**src/rtl/mips_pkg.sv**
```systemverilog
// Shared definitions for the load/store unit: memory geometry, access-size
// encodings and FSM state encoding.
package mips_pkg;

  localparam int unsigned DATA_W    = 32;
  localparam int unsigned ADDR_W    = 32;
  localparam int unsigned MEM_WORDS = 64;
  localparam int unsigned IDX_W     = $clog2(MEM_WORDS);

  typedef enum logic [1:0] {
    SZ_BYTE = 2'b00,
    SZ_HALF = 2'b01,
    SZ_WORD = 2'b10,
    SZ_ILL  = 2'b11
  } size_e;

  typedef enum logic {
    ST_IDLE     = 1'b0,
    ST_MERGE_WR = 1'b1
  } lsu_state_e;

endpackage

```
**src/rtl/byte_lane_unit.sv**
```systemverilog
// Combinational byte-lane logic: extracts and sign/zero-extends a load lane
// from a memory word, and merges store data into the addressed lane.
// Ports:
//   i_size      access size
//   i_unsigned  zero-extend loads when set
//   i_offset    byte offset within the word (little-endian)
//   i_rdata     current memory word
//   i_wdata     right-justified store data
//   o_ld_data   extended load result
//   o_merged    memory word with the store lane replaced
module byte_lane_unit
  import mips_pkg::*;
(
  input  size_e             i_size,
  input  logic              i_unsigned,
  input  logic [1:0]        i_offset,
  input  logic [DATA_W-1:0] i_rdata,
  input  logic [DATA_W-1:0] i_wdata,
  output logic [DATA_W-1:0] o_ld_data,
  output logic [DATA_W-1:0] o_merged
);

  logic [4:0]        w_shamt;
  logic [DATA_W-1:0] w_lane;
  logic [DATA_W-1:0] w_mask;

  // Lane extraction and merge share one shift amount derived from the offset.
  always_comb begin
    w_shamt   = {i_offset, 3'b000};
    w_lane    = i_rdata >> w_shamt;
    o_ld_data = i_rdata;
    w_mask    = '1;
    case (i_size)
      SZ_BYTE: begin
        o_ld_data = i_unsigned ? {24'b0, w_lane[7:0]} : {{24{w_lane[7]}}, w_lane[7:0]};
        w_mask    = 32'h0000_00FF << w_shamt;
      end
      SZ_HALF: begin
        o_ld_data = i_unsigned ? {16'b0, w_lane[15:0]} : {{16{w_lane[15]}}, w_lane[15:0]};
        w_mask    = 32'h0000_FFFF << w_shamt;
      end
      SZ_WORD: begin
        o_ld_data = i_rdata;
        w_mask    = '1;
      end
      SZ_ILL: begin
        o_ld_data = i_rdata;
        w_mask    = '1;
      end
      default: begin
        o_ld_data = i_rdata;
        w_mask    = '1;
      end
    endcase
    o_merged = (i_rdata & ~w_mask) | ((i_wdata << w_shamt) & w_mask);
  end

endmodule

```
**src/rtl/load_store_unit.sv**
```systemverilog
// Load/store unit in front of a 64-word memory with combinational read data.
// Loads complete in one cycle; word stores write directly; byte/half stores
// read-merge-write over two cycles (stall asserted in the read cycle).
// Ports:
//   clk, rst                 clock, synchronous active-low reset
//   req_*                    access request (valid, write, size, unsigned, addr, wdata)
//   stall                    upstream holds request and pipeline
//   ld_valid, ld_data        registered load result
//   fault_misalign/range     registered one-cycle fault pulses
//   mem_addr/wdata/write/read, mem_rdata   memory port (word index addressing)
module load_store_unit
  import mips_pkg::*;
(
  input  logic              clk,
  input  logic              rst,
  input  logic              req_valid,
  input  logic              req_write,
  input  logic [1:0]        req_size,
  input  logic              req_unsigned,
  input  logic [ADDR_W-1:0] req_addr,
  input  logic [DATA_W-1:0] req_wdata,
  output logic              stall,
  output logic              ld_valid,
  output logic [DATA_W-1:0] ld_data,
  output logic              fault_misalign,
  output logic              fault_range,
  output logic [ADDR_W-1:0] mem_addr,
  output logic [DATA_W-1:0] mem_wdata,
  output logic              mem_write,
  output logic              mem_read,
  input  logic [DATA_W-1:0] mem_rdata
);

  lsu_state_e        r_state;
  lsu_state_e        w_state_nxt;
  logic [DATA_W-1:0] r_merge;
  logic [IDX_W-1:0]  r_widx;
  logic              r_ld_valid;
  logic [DATA_W-1:0] r_ld_data;
  logic              r_fault_misalign;
  logic              r_fault_range;

  size_e             w_size;
  logic              w_misalign;
  logic              w_range;
  logic              w_idle_req;
  logic              w_load_ok;
  logic              w_merge_en;
  logic [DATA_W-1:0] w_ext;
  logic [DATA_W-1:0] w_merged;

  assign w_size     = size_e'(req_size);
  assign w_misalign = (w_size == SZ_ILL) ||
                      ((w_size == SZ_HALF) && req_addr[0]) ||
                      ((w_size == SZ_WORD) && (req_addr[1:0] != 2'b00));
  assign w_range    = (req_addr >> 2) >= ADDR_W'(MEM_WORDS);
  assign w_idle_req = req_valid && (r_state == ST_IDLE);
  assign w_load_ok  = w_idle_req && !req_write && !w_misalign && !w_range;

  byte_lane_unit u_lane (
    .i_size     (w_size),
    .i_unsigned (req_unsigned),
    .i_offset   (req_addr[1:0]),
    .i_rdata    (mem_rdata),
    .i_wdata    (req_wdata),
    .o_ld_data  (w_ext),
    .o_merged   (w_merged)
  );

  // State register.
  always_ff @(posedge clk) begin
    if (!rst) r_state <= ST_IDLE;
    else      r_state <= w_state_nxt;
  end

  // Next state and memory-port control.
  always_comb begin
    w_state_nxt = r_state;
    stall       = 1'b0;
    mem_read    = 1'b0;
    mem_write   = 1'b0;
    mem_addr    = {2'b00, req_addr[ADDR_W-1:2]};
    mem_wdata   = req_wdata;
    w_merge_en  = 1'b0;
    case (r_state)
      ST_IDLE: begin
        if (req_valid && !w_misalign && !w_range) begin
          if (!req_write) begin
            mem_read = 1'b1;
          end else if (w_size == SZ_WORD) begin
            mem_write = 1'b1;
          end else begin
            mem_read    = 1'b1;
            stall       = 1'b1;
            w_merge_en  = 1'b1;
            w_state_nxt = ST_MERGE_WR;
          end
        end
      end
      ST_MERGE_WR: begin
        mem_write   = 1'b1;
        mem_addr    = ADDR_W'(r_widx);
        mem_wdata   = r_merge;
        w_state_nxt = ST_IDLE;
      end
      default: w_state_nxt = ST_IDLE;
    endcase
    // Reset aborts any access in flight, including a pending merge write.
    if (!rst) begin
      stall     = 1'b0;
      mem_read  = 1'b0;
      mem_write = 1'b0;
    end
  end

  // Load result, fault pulses and merge buffer.
  always_ff @(posedge clk) begin
    if (!rst) begin
      r_ld_valid       <= 1'b0;
      r_ld_data        <= '0;
      r_fault_misalign <= 1'b0;
      r_fault_range    <= 1'b0;
      r_merge          <= '0;
      r_widx           <= '0;
    end else begin
      r_ld_valid       <= w_load_ok;
      r_fault_misalign <= w_idle_req && w_misalign;
      r_fault_range    <= w_idle_req && !w_misalign && w_range;
      if (w_load_ok) r_ld_data <= w_ext;
      if (w_merge_en) begin
        r_merge <= w_merged;
        r_widx  <= req_addr[IDX_W+1:2];
      end
    end
  end

  assign ld_valid       = r_ld_valid;
  assign ld_data        = r_ld_data;
  assign fault_misalign = r_fault_misalign;
  assign fault_range    = r_fault_range;

endmodule
```
**config.mk**
```make
export PLATFORM = sky130hd
export DESIGN_NAME = load_store_unit
export DESIGN_NICKNAME = d
export VERILOG_FILES = /design/src/rtl/mips_pkg.sv /design/src/rtl/byte_lane_unit.sv /design/src/rtl/load_store_unit.sv
export SDC_FILE = /design/constraint.sdc
export NUM_CORES = 1
export LEC_CHECK = 0
export CORE_MARGIN = 1
export CORE_UTILIZATION = 40
export DETAILED_ROUTE_END_ITERATION = 7
export MAX_ROUTING_LAYER = met4
export PLACE_DENSITY = 0.76
export SLEW_MARGIN = 10
export SYNTH_ARGS = -nofsm -noshare
export SYNTH_HDL_FRONTEND = slang
export SYNTH_SLANG_ARGS = --single-unit
```
**constraint.sdc**
```tcl
create_clock -name clk -period 3.8 [get_ports clk]
set_input_delay 0.38 -clock clk [delete_from_list [all_inputs] [get_ports clk]]
set_output_delay 0.38 -clock clk [all_outputs]
set_load 0.01 [all_outputs]
```
Word level (Yosys, flattened, before mapping)
Index checks and enable logic that the tools add are counted.
{ "op_classes": {"order_cmp": 1, "n_eq_ne": 3, "n_shift": 4, "muxes": 21, "n_bitwise": 5, "n_reduce_logical": 19} }
{ "op_table": {"columns": ["cell", "n"], "rows": [
  ["case mux 32 bit (3 select lines)", 2],
  ["two-way mux 32 bit", 3],
  ["bitwise AND 32 bit", 2],
  ["NOT 32 bit", 1],
  ["OR 32 bit", 1],
  ["left shift 16 x 5 -> 32 bit, first input constant", 1],
  ["left shift 32 x 5 -> 32 bit", 1],
  ["left shift 8 x 5 -> 32 bit, first input constant", 1],
  ["right shift 32 x 5 -> 16 bit", 1],
  [">= comparator 30 x 7 -> 1 bit, second input constant", 1],
  ["two-way mux 30 bit", 1],
  ["two-way mux 1 bit", 13],
  ["logical AND 1 bit", 11],
  ["== test 2 bit, second input constant", 2],
  ["case mux 1 bit (2 select lines)", 2],
  ["logical NOT 1 bit", 3],
  ["== test 2 x 1 -> 1 bit, second input constant", 1],
  ["logical NOT 2 bit", 1],
  ["logical OR 1 bit", 2],
  ["nonzero test 2 bit", 1],
  ["OR reduction 2 bit", 1],
  ["NOT 1 bit", 1]
]} }
{ "totals": {"register_bits": 74, "in_bits": 103, "out_inout_bits": 102, "wordCells": 60} }

Depth between registers and ports, before layout
{ "depth": {"ltp_word": 10, "ltp_mapped": 8, "ltp_nobuf": 5} }

By module
Synthesis repeated with hierarchy kept, for this count alone.
{ "hier_totals": {"cells_unflattened": 676, "hier_area_um2": 5411.4} }
{ "by_module_without_submodules": {"columns": ["mod", "instances", "cells_per_inst", "area_per_inst_um2", "seq_area_each_um2"], "rows": [
  ["load_store_unit", 1, 411, 3697.3, 1481.4],
  ["byte_lane_unit", 1, 265, 1714.1, 0.0]
]} }

Worst setup path after synthesis
No wires, ideal clock.
{ "synth_timing": {"kind": "in2out", "start": "input req_addr[5]", "end": "output stall", "t_arrival_ns": 1.753, "required_time_ns": 3.420, "path_slack_ns": 1.667, "path_stages": 6, "path_buffers": 1, "path_cell_list": "or4b_1 -> o211ai_2 -> nor4_4 -> buf_4 -> nand2_2 -> inv_1"} }
{ "synth_between": {"elab_chain_len": 6} }
{ "synth_lines": {"columns": ["item", "line_no", "text"], "rows": [
  ["start, declared", "load_store_unit.sv:20", "input logic [ADDR_W-1:0] req_addr,"],
  [">= comparator 30 x 7 -> 1 bit", "load_store_unit.sv:56", "assign w_range = (req_addr >> 2) >= ADDR_W'(MEM_WORDS);"],
  ["logical NOT 1 bit", "load_store_unit.sv:87", "if (req_valid && !w_misalign && !w_range) begin"],
  ["logical AND 1 bit", "load_store_unit.sv:87", null],
  ["two-way mux 1 bit", "load_store_unit.sv:87", null],
  ["two-way mux 1 bit", "load_store_unit.sv:85", "case (r_state)"],
  ["two-way mux 1 bit", "load_store_unit.sv:109", "if (!rst) begin"],
  ["end, declared", "load_store_unit.sv:22", "output logic stall,"]
]} }
Every way passes these cells.

Worst setup path after layout
{ "layout_timing": {"start": "input req_addr[30]", "end": "output stall"} }
Same word-level chain as after synthesis.

==> impl_results.md <==
- Global route overflow: 0
- Type of the tightest min-delay check: reg2reg
- Final Hold Viols: 0
- Residual DRC count: 19
- Endpoint of the worst-slack reg-to-reg timing path: ld_data[17]
- Fraction of final layout cells with drive strength greater than 1: 14.80%
- TritonCTS clock tree: built
- Number of unique standard cell types used by synthesis: 55
- Nature of the critical path endpoint: output port
- Unrepaired setup endpoints after global routing: false
- Die X-Extent: 111.5 um
- # Max-Cap Violations: 0
- Starting density of the core: between 40% and 50%
- Clk buf depth: 2
- Final WS setup: 0.6918 ns
- Dpl ws: 0.6941 ns
- First-pass GRT wire length: 27,210 um
- Post-synth design cell area: between 4000 and 5000 um^2
- Worst clock skew on the final layout: 0.005128 ns
- Max-slew violation total from the final report: 0
- Category of the most critical setup path: in2out
- Cells taking the most area after synthesis: sky130_fd_sc_hd__dfxtp_1 (31%), sky130_fd_sc_hd__mux2_2 (9.2%), sky130_fd_sc_hd__nand2_1 (4.9%)
- Buffer cell driving the clock tree root: sky130_fd_sc_hd__clkbuf_16
- Final-stage net count: 848
- Core outline area: approximately 12,000 um^2
- Area Growth Syn to Fin: 50.81%
- Overall via count from detail_route: ~5,200
- Wire per inst: around 19 um
- Cell type contributing the most total cell area after synthesis: sky130_fd_sc_hd__dfxtp_1
- Number of port buffers: roughly 200
- CTS clk-pin slew, worst paths: about 0.060 ns
- CP Launch Type: primary input
- Largest voltage drop on the vdd net: 313.6 uV
- Maximum achievable frequency: approximately 0.32 GHz
- Launch instance of the worst register-to-register path: r_state
- Setup violations, final: 0
- RePlAce Congestion: 0.9008
- Max transition margin: 51.41%
- Number of antenna violations at the first check in global routing: 0
- DP Cell Count: 877
- Leading cell type by number of instances after synthesis: sky130_fd_sc_hd__dfxtp_1
- Share of synthesized registers carrying an async set or reset: 0%
- Outcome: complete, but fails checks
- Average via count per standard cell: 5.849
- EDFF count, synth: 0
- Share of the synthesized area in the top cell type: 30.91%
- Aggregate negative setup slack: 0 ns
- Required time worst endpoint: 3.42 ns
- Transition time at the pin with the least slew margin: 0.7288 ns
- Final critical delay including setup and external delays: 3.108 ns
- Mean Syn Cell Area: approximately 8.4 um^2
- Pin count of the biggest net entering global routing: 64
- Starting DRT DRC Count: 459
- Clock buffers created by TritonCTS: 9
- Number of instances in the synthesized netlist: 573
- Ys Warns: 0
- Pwr/cell area: 320.9 nW/um^2
- Final Total Pwr: approximately 0.0023 W
- Wire length reported by the detailed router: 17,260 um
- Clock sinks: 74
- Crit. Startpoint: req_addr[30]
- # resized after CTS: 0
- Failing checks: DRC
- Via count of the first global-routing pass: just under 5,000
- Setup slack on the worst flop-to-flop path: 1.64 ns
- Sequential share of the synthesized area: 30.91%
- Tot GR Track Use: 28.43%
- Storage cell area: between 1000 and 1500 um^2
- Buffers inserted by post-CTS timing repair: 0
- Latest clock arrival within the worst-skew pair: 0.33 ns
- Critical Path AT: 2.73 ns
- TritonRoute pass-1 iters: 7
- Die Footprint: 12,420 um^2
- Post-route ant nets: 0
- Startpoint of the most critical hold path: r_widx[5]
- H-tree levels: 3
- Number of antenna cells inserted: 0
- Critical path peak fanout: 10
- Half-perimeter wire length of the detailed placement result: 12,940 um
- Number of cells traversed by the worst register-to-register path: 5
- Main flop type after synthesis: sky130_fd_sc_hd__dfxtp_1
- Number of synthesized register bits: 74
- Leakage: 2.591 nW
- Final non-filler cell total: 893
- Worst hold slack: approximately 0.46 ns
- Boundary pin count: around 210
- Y dimension of the die: 111.5 um
- Number of hold buffers added after CTS: 0
- Site row count: 39
- Fill cell instance count of the final layout: 998
- Top cells by count, synth: sky130_fd_sc_hd__dfxtp_1 (74), sky130_fd_sc_hd__nand2_1 (63), sky130_fd_sc_hd__o21ai_0 (43), sky130_fd_sc_hd__a21oi_1 (39), sky130_fd_sc_hd__mux2_2 (39)
- Area of combinational cells with multiple inputs: 3040 um^2
- Ratio of final minimum period to clock period: 81.80%
- End of the critical path: stall
[layer usage]
metal,vias to the layer above,track usage [%],wire (um)
met2,254,44.54,7976
li1,2454,-,-
met4,0,10.09,400
met5,-,-,0
met3,31,3.430,1306
met1,2484,37.75,7578
[final cells by class]
type / instances / share of cell area, %
Multi-Input combinational cell: 437 / 42.07
Tap cell: 143 / 2.476
Sequential cell: 74 / 20.52
Timing Repair Buffer: 216 / 29.22
Clock inverter: 4 / 1.662
Clock buffer: 12 / 3.688
Inverter: 7 / 0.3636
[state kept, by name, indices dropped and copies added (netlist names)]
register / count
r_widx: 6
fault_misalign: 1
r_merge: 32
ld_valid: 1
ld_data: 32
fault_range: 1
r_state: 1
[per-stage QoR]
step	utilization, %	cell area (um^2)
floorplan	-	4796
global placement	59.15	6840
detailed placement	59.15	6840
CTS	62.49	7227
global route	62.49	7227
finish	62.49	7227
[worst min path at each step]
stage	end	cells past startpoint
after detailed placement	r_merge[20]	2
after global placement	r_widx[2]	2
final	r_widx[5]	2
after floorplan	r_merge[24]	1
after CTS	r_merge[17]	2
after global routing	r_merge[17]	2
[kinds of logic after synthesis]
family	Yosys count	synth area share, %
AO/OA/AOI/OAI	178	26.16
other	1	0.07825
flip-flops	74	30.91
multiplexers	64	15.43
buffers and inverters	63	5.718
AND/OR/NAND/NOR	193	21.70
[power breakdown]
group / switching [W] / leakage, nW / total (W) / internal, W
combinational: 0.000222 / 1.81 / 0.000457 / 0.000234
clock: 0.000324 / 0.189 / 0.00109 / 0.000762
sequential: 0.000000275 / 0.596 / 0.000777 / 0.000777
[placed cells by master (no fill, tap or decap), types with 11 or more instances in the layout]
master	Yosys	routed
sky130_fd_sc_hd__clkdlybuf4s50_1	0	199
sky130_fd_sc_hd__nor2b_1	34	34
sky130_fd_sc_hd__mux2i_1	21	21
sky130_fd_sc_hd__nand2_1	63	63
sky130_fd_sc_hd__o211ai_1	13	13
sky130_fd_sc_hd__buf_4	3	14
sky130_fd_sc_hd__nor3_1	11	11
sky130_fd_sc_hd__o21ai_0	43	43
sky130_fd_sc_hd__dfxtp_1	74	73
sky130_fd_sc_hd__a21oi_1	39	39
sky130_fd_sc_hd__mux2_2	39	39
sky130_fd_sc_hd__a211oi_1	13	13
sky130_fd_sc_hd__nor2_1	31	31
[worst max-delay path, stage by stage]
cell	delay [ns]
sky130_fd_sc_hd__clkdlybuf4s50_1	0.44
sky130_fd_sc_hd__nor4_2	0.40
sky130_fd_sc_hd__nand4_2	0.27
sky130_fd_sc_hd__nor4_4	0.37
sky130_fd_sc_hd__nand2_2	0.19
sky130_fd_sc_hd__inv_1	0.10
sky130_fd_sc_hd__clkdlybuf4s50_1	0.56
Note: power is estimated with default switching activity, not from simulation.
